<file path="src/rtl/hls_sobel_pkg.sv">
// Shared constants and the saturation helper for the Sobel multiply pipeline.
package hls_sobel_pkg;

  localparam logic [1:0] MODE_UU = 2'd0;
  localparam logic [1:0] MODE_SU = 2'd1;
  localparam logic [1:0] MODE_US = 2'd2;
  localparam logic [1:0] MODE_SS = 2'd3;

  // Widest intermediate the clamp handles; product + rounding bit must fit.
  localparam int MAX_W = 64;

  // Clamp v to the signed/unsigned range of a w-bit result when sat is set.
  // With sat clear the value passes through and the caller keeps the low bits.
  function automatic logic [MAX_W-1:0] sat_clamp(
    input  logic signed [MAX_W-1:0] v,
    input  logic                    is_signed,
    input  logic                    sat,
    input  int unsigned             w,
    output logic                    ovf
  );
    logic signed [MAX_W-1:0] hi;
    logic signed [MAX_W-1:0] lo;
    logic [MAX_W-1:0]        res;
    if (is_signed) begin
      hi = (64'sd1 <<< (w - 1)) - 64'sd1;
      lo = -(64'sd1 <<< (w - 1));
    end else begin
      hi = (64'sd1 <<< w) - 64'sd1;
      lo = 64'sd0;
    end
    ovf = 1'b0;
    res = v;
    if (sat) begin
      if (v > hi) begin
        res = hi;
        ovf = 1'b1;
      end else if (v < lo) begin
        res = lo;
        ovf = 1'b1;
      end
    end
    return res;
  endfunction

endpackage

</file>
<file path="src/rtl/hls_sobel_pipe_stage.sv">
// One pipeline slot: payload register plus valid bit. The slot empties when
// downstream can take it and refills whenever the upstream loads it.
module hls_sobel_pipe_stage
  import hls_sobel_pkg::*;
#(
  parameter int W        = 8,
  parameter bit RST_DATA = 1'b0
) (
  input  logic         clk,
  input  logic         reset_n,
  input  logic         load_i,
  input  logic [W-1:0] d_i,
  input  logic         down_rdy_i,
  output logic         vld_o,
  output logic [W-1:0] q_o
);

  logic         vld_q;
  logic         vld_d;
  logic [W-1:0] q_q;

  always_comb begin
    vld_d = vld_q;
    if (down_rdy_i) vld_d = 1'b0;
    if (load_i)     vld_d = 1'b1;
  end

  always_ff @(posedge clk) begin
    if (!reset_n) vld_q <= 1'b0;
    else          vld_q <= vld_d;
  end

  if (RST_DATA) begin : g_rst
    always_ff @(posedge clk) begin
      if (!reset_n)    q_q <= '0;
      else if (load_i) q_q <= d_i;
    end
  end else begin : g_nrst
    always_ff @(posedge clk) begin
      if (load_i) q_q <= d_i;
    end
  end

  assign vld_o = vld_q;
  assign q_o   = q_q;

endmodule

</file>
<file path="src/rtl/hls_sobel_mul_pipe.sv">
// Pipelined signed/unsigned multiplier with round, shift and saturation,
// valid/ready at both ends and bubble-collapsing stage advance.
module hls_sobel_mul_pipe
  import hls_sobel_pkg::*;
#(
  parameter int A_W       = 8,
  parameter int B_W       = 14,
  parameter int OUT_W     = 22,
  parameter int NUM_STAGE = 4,
  parameter int SHIFT     = 0,
  parameter int TAG_W     = 8
) (
  input  logic             clk,
  input  logic             reset_n,
  input  logic             in_valid,
  output logic             in_ready,
  input  logic [A_W-1:0]   in_a,
  input  logic [B_W-1:0]   in_b,
  input  logic [1:0]       in_mode,
  input  logic             in_sat,
  input  logic [TAG_W-1:0] in_tag,
  output logic             out_valid,
  input  logic             out_ready,
  output logic [OUT_W-1:0] out_p,
  output logic [TAG_W-1:0] out_tag,
  output logic             out_ovf,
  output logic             busy
);

  localparam int PW     = A_W + B_W + 2;
  localparam int W1     = A_W + B_W + 3 + TAG_W;
  localparam int WM     = PW + 2 + TAG_W;
  localparam int WN     = OUT_W + 1 + TAG_W;
  localparam int RND_SH = (SHIFT > 0) ? SHIFT - 1 : 0;
  localparam logic signed [PW:0] RND = (SHIFT > 0) ? ((PW+1)'(1) <<< RND_SH) : '0;

  logic [NUM_STAGE:1]   vld;
  logic [NUM_STAGE+1:1] rdy;
  logic [NUM_STAGE:1]   load;

  // A stage can take data if the consumer is ready or any slot at or after it
  // is empty; built from valid bits only so there is no combinational ring.
  assign rdy[NUM_STAGE+1] = out_ready;
  for (genvar i = 1; i <= NUM_STAGE; i++) begin : g_rdy
    assign rdy[i] = out_ready | ~(&vld[NUM_STAGE:i]);
  end

  assign in_ready = rdy[1];
  assign load[1]  = in_valid & rdy[1];

  // Stage 1: operand capture
  logic [W1-1:0]    s1_q;
  logic [A_W-1:0]   s1_a;
  logic [B_W-1:0]   s1_b;
  logic [1:0]       s1_mode;
  logic             s1_sat;
  logic [TAG_W-1:0] s1_tag;

  hls_sobel_pipe_stage #(.W(W1), .RST_DATA(1'b0)) u_s1 (
    .clk        (clk),
    .reset_n    (reset_n),
    .load_i     (load[1]),
    .d_i        ({in_a, in_b, in_mode, in_sat, in_tag}),
    .down_rdy_i (rdy[2]),
    .vld_o      (vld[1]),
    .q_o        (s1_q)
  );

  assign {s1_a, s1_b, s1_mode, s1_sat, s1_tag} = s1_q;

  logic signed [A_W:0]  a_ext;
  logic signed [B_W:0]  b_ext;
  logic signed [PW-1:0] prod;

  assign a_ext = $signed({s1_mode[0] & s1_a[A_W-1], s1_a});
  assign b_ext = $signed({s1_mode[1] & s1_b[B_W-1], s1_b});
  assign prod  = PW'(a_ext) * PW'(b_ext);

  // Stage 2 holds the product; stages 3..NUM_STAGE-1 just retime it.
  logic [WM-1:0] mid_d [2:NUM_STAGE-1];
  logic [WM-1:0] mid_q [2:NUM_STAGE-1];

  assign mid_d[2] = {prod, |s1_mode, s1_sat, s1_tag};

  for (genvar i = 2; i < NUM_STAGE; i++) begin : g_mid
    if (i > 2) begin : g_fwd
      assign mid_d[i] = mid_q[i-1];
    end
    assign load[i] = vld[i-1] & rdy[i];

    hls_sobel_pipe_stage #(.W(WM), .RST_DATA(1'b0)) u_stg (
      .clk        (clk),
      .reset_n    (reset_n),
      .load_i     (load[i]),
      .d_i        (mid_d[i]),
      .down_rdy_i (rdy[i+1]),
      .vld_o      (vld[i]),
      .q_o        (mid_q[i])
    );
  end

  // Output stage: round half up, arithmetic shift, then clamp or truncate.
  logic signed [PW-1:0]    m_prod;
  logic                    m_sgn;
  logic                    m_sat;
  logic [TAG_W-1:0]        m_tag;
  logic signed [PW:0]      rnd;
  logic signed [PW:0]      shf;
  logic signed [MAX_W-1:0] wide;
  logic [MAX_W-1:0]        clamp;
  logic                    ovf_c;
  logic [WN-1:0]           fin_d;
  logic [WN-1:0]           fin_q;

  assign {m_prod, m_sgn, m_sat, m_tag} = mid_q[NUM_STAGE-1];
  assign rnd  = (PW+1)'(m_prod) + RND;
  assign shf  = rnd >>> SHIFT;
  assign wide = MAX_W'(shf);

  always_comb begin
    ovf_c = 1'b0;
    clamp = sat_clamp(wide, m_sgn, m_sat, OUT_W, ovf_c);
    fin_d = {clamp[OUT_W-1:0], ovf_c, m_tag};
  end

  assign load[NUM_STAGE] = vld[NUM_STAGE-1] & rdy[NUM_STAGE];

  hls_sobel_pipe_stage #(.W(WN), .RST_DATA(1'b1)) u_out (
    .clk        (clk),
    .reset_n    (reset_n),
    .load_i     (load[NUM_STAGE]),
    .d_i        (fin_d),
    .down_rdy_i (out_ready),
    .vld_o      (vld[NUM_STAGE]),
    .q_o        (fin_q)
  );

  assign {out_p, out_ovf, out_tag} = fin_q;
  assign out_valid = vld[NUM_STAGE];
  assign busy      = |vld;

endmodule

</file>
<file path="config.mk">
export PLATFORM = sky130hd
export DESIGN_NAME = hls_sobel_mul_pipe
export DESIGN_NICKNAME = d
export VERILOG_FILES = /design/src/rtl/hls_sobel_pkg.sv /design/src/rtl/hls_sobel_pipe_stage.sv /design/src/rtl/hls_sobel_mul_pipe.sv
export SDC_FILE = /design/constraint.sdc
export NUM_CORES = 1
export LEC_CHECK = 0
export BUFFER_PORTS_ARGS = -buffer_cell sky130_fd_sc_hd__buf_2
export CORE_UTILIZATION = 55
export CTS_CLUSTER_DIAMETER = 80
export CTS_CLUSTER_SIZE = 12
export DETAILED_ROUTE_END_ITERATION = 8
export PLACE_DENSITY = 0.73
export RECOVER_POWER = 50
export REMOVE_ABC_BUFFERS = 1
export SYNTH_ARGS = -nofsm -noshare
export SYNTH_HDL_FRONTEND = slang
export SYNTH_HIERARCHICAL = 1
export SYNTH_SLANG_ARGS = --single-unit
</file>
<file path="constraint.sdc">
create_clock -name clk -period 5.9 [get_ports clk]
set_input_delay 0.885 -clock clk [delete_from_list [all_inputs] [get_ports clk]]
set_output_delay 0.885 -clock clk [all_outputs]
set_load 0.01 [all_outputs]
</file>
Word level (Yosys, flattened, before mapping) --
Cells that the tools add are included.
Word-level totals: bits in registers 136, input port bits 37
Cells by class: $mul 1, bitwise operators 14, reduce and logical (&&, ||, !) cells 9, order comparisons 2, mux-type cells 16
Operators with widths (count):
- $mux 22 | 4
- $lt 24x64->1 | 1
- $mux 64 | 1
- $gt 24x23->1 | 1
- $mul 9x15->24 | 1
- $mux 1 | 11
- $reduce_bool 2->1 | 4
- $and 1x1->1 | 6
- $not 1->1 | 4
- $or 1x1->1 | 4
- $reduce_and 4->1 | 1
- $reduce_or 4->1 | 1
- $reduce_and 3->1 | 1
- $reduce_and 2->1 | 1
- $reduce_or 2->1 | 1

Depth between registers and ports, before layout --
word-level depth 5, mapped depth 19, gate-level depth less buffers 18

Hierarchy --
Netlist, hierarchy kept.
By module, submodules not included:
- hls_sobel_mul_pipe | instances 1, area an instance 5079.9 µm², cells an instance 575
- hls_sobel_pipe_stage (g_mid[2].u_stg ...) | instances 2, area an instance 1062.3 µm², cells an instance 37
- hls_sobel_pipe_stage (u_out) | instances 1, area an instance 1241.2 µm², cells an instance 103
- hls_sobel_pipe_stage (u_s1) | instances 1, area an instance 1032.2 µm², cells an instance 36

Worst setup path after synthesis --
OpenSTA, ideal clock, no wires.
kind register to register, from register u_s1.q_q[32] (netlist: u_s1/q_o[32]), to register g_mid[2].u_stg.q_q[28], data pin, data arrival time 4.867 ns, stages on the path, launching flop included 18, setup slack 0.770 ns, clock period less this slack 5.130 ns, cells stage by stage edfxtp_1 -> nand2_1 -> or2_2 -> fa_1 -> fa_1 -> inv_1 -> fa_1 -> fa_1 -> inv_1 -> fa_1 -> inv_1 -> ha_1 -> o21ai_1 -> nor2_1 -> o31a_1 -> a41o_1 -> a221oi_1 -> xnor2_1
RTL lines:
- from (decl) | RTL line hls_sobel_pipe_stage.sv:20 | logic [W-1:0] q_q;
- from (signal assigned) | RTL line hls_sobel_pipe_stage.sv:40 | if (load_i) q_q <= d_i;
- to (signal assigned) | RTL line hls_sobel_pipe_stage.sv:40
- to (decl) | RTL line hls_sobel_pipe_stage.sv:20

==> metrics.cfg <==
[route]
vias=5758
totalWireLength_um=17940
viasPerCell=5.249
postRouteAntennaNets=0
drt_drc_violations_left=0
wl_per_cell_um=16.35
drt_iter0_markers=209
dr.pass1.iters=4

[clock_network]
cts_max_level=4
cts_root_buf=clkbuf_16
cts_sinks=136
cts_tree=yes
cts_made_buffers=17
clkTransAtPathRegs_ns=0.06
cts_buffer_depth=2
clk_latency_ns=0.42

[setup_path]
worstPathArrival_ns=5.70
rr_startpoint=u_s1/q_o[24]$_DFFE_PP_
crit_required_ns=6.07
cpMaxStageDelayCell=fa_2
critical_path_class=reg2reg
r2r_end=g_mid[2].u_stg/q_o[32]$_DFFE_PP_
crit_path_max_fanout=8
cp-start-kind=flop
max_stage_delay_ns=0.62
reg2reg_depth=17
crit_path_end_kind=flop
reg2reg_slack_ns=0.37
path_cells=and2_1 -> nand2_1 -> inv_1 -> fa_2 -> inv_1 -> fa_1 -> inv_1 -> fa_1 -> fa_1 -> ha_1 -> ha_1 -> nand2_1 -> nor4_1 -> o311ai_1 -> a31oi_1 -> nor4_1 -> a311o_1

[cells_and_area]
area_growth_pct=11.78
fill_cells=1265
num_antenna_cells=0
drive_gt1_frac=0.09806
nets=1067
final_cells=1097
stdcell_area_mm2=0.01059

[synth]
synth.most_common_cell=fa_1
synth_commonest_cells=fa_1 (112), inv_1 (103), edfxtp_1 (101)
yosysWarnings=6
synth_cell_type_count=49
synthesis.area_mm2=0.009478
synth_top_area_share=0.3200
synth_largest_area_cell=edfxtp_1
synth_edf_count=101
async_flop_share=0
syn_inst=788
synth_ff_type=edfxtp_1
avgSynthCellArea_um2=12.03
seq_area_frac_synth=0.3939
synthTopCellsByArea=edfxtp_1 (32%), fa_1 (24%), dfxtp_1 (7.4%)
synth_seq_cells=136

[die]
start_util=0.5675
die_area_mm2=0.01776
pin_count=71
fp.dieW_um=133.3
core-area_mm2=0.01670
row_count=47
die_h_um=133.3

[placement]
gp_congestion=0.8804
placed_area_mm2=0.01002
dpl.hpwl_um=13500
port_buffers=70
placed_cells=1061

[pwr]
vdd_drop_max_uv=366.5
power.total_mw=5.550
leakagePower_nw=4.611
power-per-cell-area_mw_per_mm2=523.9

[timing]
tns_ns=0
finalCritPeriodShare=0.9368
timing.fmax_ghz=0.1809
setup_viol=0
maxSlewHeadroom=-1.382
drv_slew=66
whs_ns=0.4081
worst_pin_slew_ns=3.565
rsz0062_at_grt=false
fin_skew_ns=0.01400
hold_viol=0
finalCriticalPeriod_ns=5.527

[grt]
grt-ovfl-total=0
antenna_found_initial=0
grt_max_degree=36
grtUsageTotal=0.2201
grt_pass1_wl_um=30280
grt_pass1_vias=6081

[worst_hold_path]
worstHoldStart=g_mid[2].u_stg/q_o[21]$_DFFE_PP_
hp-class=reg2reg
hold_depth=0
min_to=g_mid[3].u_stg/q_o[21]$_DFFE_PP_

[job]
max_cap_violations=2

[status]
status=finished with violations
violations=max-capacitance violations, max-slew violations

[power breakdown]
| part | internal (mW) | switching (mW) |
|---|---|---|
| combinational | 1.36 | 1.77 |
| clock | 0.657 | 0.385 |
| sequential | 1.33 | 0.0601 |
[kinds of logic (layout without fill, tap and decap cells)]
group / count (synthesis) / after routing / synth area share
fa+ha+maj: 166 / 166 / 0.3079
buf+inv: 128 / 217 / 0.05663
compound gates: 80 / 80 / 0.06099
simple gates: 226 / 226 / 0.1283
xor+xnor: 20 / 20 / 0.01848
mux: 32 / 32 / 0.03380
flops: 136 / 136 / 0.3939
[registers in the layout, summed over array words and instances (netlist names)]
| name | flops |
|---|---|
| g_mid.u_stg/q_o | 68 |
| g_mid.u_stg/vld_o | 2 |
| u_out/vld_o | 1 |
| u_s1/vld_o | 1 |
| u_s1/q_o | 33 |
| u_out/q_o | 31 |
[what timing repair did]
item / 4_1_cts / 5_1_grt
gates resized for setup: 0 / 2
buffers inserted: 0 / 4
hold buffers: 0 / 0
setup endpoints to repair: 0 / 1
[worst max-delay path, delay by kind of cell (launching register included)]
kind	cells	cell delay, ns
AND/OR/NAND/NOR	5	0.90
AO/OA/AOI/OAI	3	0.79
buffers and inverters	3	0.27
flip-flops	1	0.49
adder cells (fa/ha/maj)	6	2.83
[routing by layer]
metal  global-route usage  vias up  part of all wire  wire [um]
li1                     -     2756                 -          -
met1               0.2962     2826              0.46       8231
met2               0.3655      158              0.49       8750
met3              0.03653       18             0.042        751
met4              0.07134        0             0.011        205
met5                    0        -                 0          0
[cell usage in the layout, fill, tap and decap left out, types with 11 or more instances in the layout]
| cell type | n |
|---|---|
| fa_1 | 111 |
| inv_1 | 103 |
| edfxtp_1 | 101 |
| and2_1 | 66 |
| nand2_1 | 64 |
| ha_1 | 54 |
| clkbuf_1 | 38 |
| nor2b_1 | 35 |
| dfxtp_1 | 35 |
| buf_2 | 35 |
| mux2i_1 | 32 |
| a21o_1 | 26 |
| nor2_1 | 25 |
| clkbuf_16 | 17 |
| xnor2_1 | 16 |
| buf_4 | 11 |
[worst max path at each step]
stage / cells after the start / startpoint / to / slack [ns]
4_1_cts: 17 / u_s1/q_o[24]$_DFFE_PP_ / g_mid[2].u_stg/q_o[32]$_DFFE_PP_ / 0.29
5_1_grt: 17 / u_s1/q_o[24]$_DFFE_PP_ / g_mid[2].u_stg/q_o[32]$_DFFE_PP_ / 0.06
3_5_place_dp: 17 / u_s1/q_o[24]$_DFFE_PP_ / g_mid[2].u_stg/q_o[32]$_DFFE_PP_ / 0.31
2_1_floorplan: 17 / u_s1/q_o[32]$_DFFE_PP_ / g_mid[2].u_stg/q_o[28]$_DFFE_PP_ / 0.44
6_report: 17 / u_s1/q_o[24]$_DFFE_PP_ / g_mid[2].u_stg/q_o[32]$_DFFE_PP_ / 0.37
3_3_place_gp: 17 / u_s1/q_o[24]$_DFFE_PP_ / g_mid[2].u_stg/q_o[32]$_DFFE_PP_ / 0.47
[through the flow]
| step | setup WS (ns) | util |
|---|---|---|
| after global placement | 0.4735 | 0.6001 |
| after CTS | 0.2891 | 0.6354 |
| after floorplan | 0.4401 | - |
| after global routing | 0.05558 | 0.6343 |
| after detailed placement | 0.3072 | 0.6001 |
| final | 0.3727 | 0.6343 |
[layout make-up]
class,instances,area [um2],share of cell area
Sequential cell,136,3734,0.3524
Timing Repair Buffer,82,392.9,0.03709
Clock buffer,22,474.2,0.04476
Clock inverter,10,115.1,0.01087
Multi-Input combinational cell,524,5216,0.4924
Tap cell,220,275.3,0.02598
Inverter,103,386.6,0.03649
No activity file was read; power rests on OpenSTA's default activity.
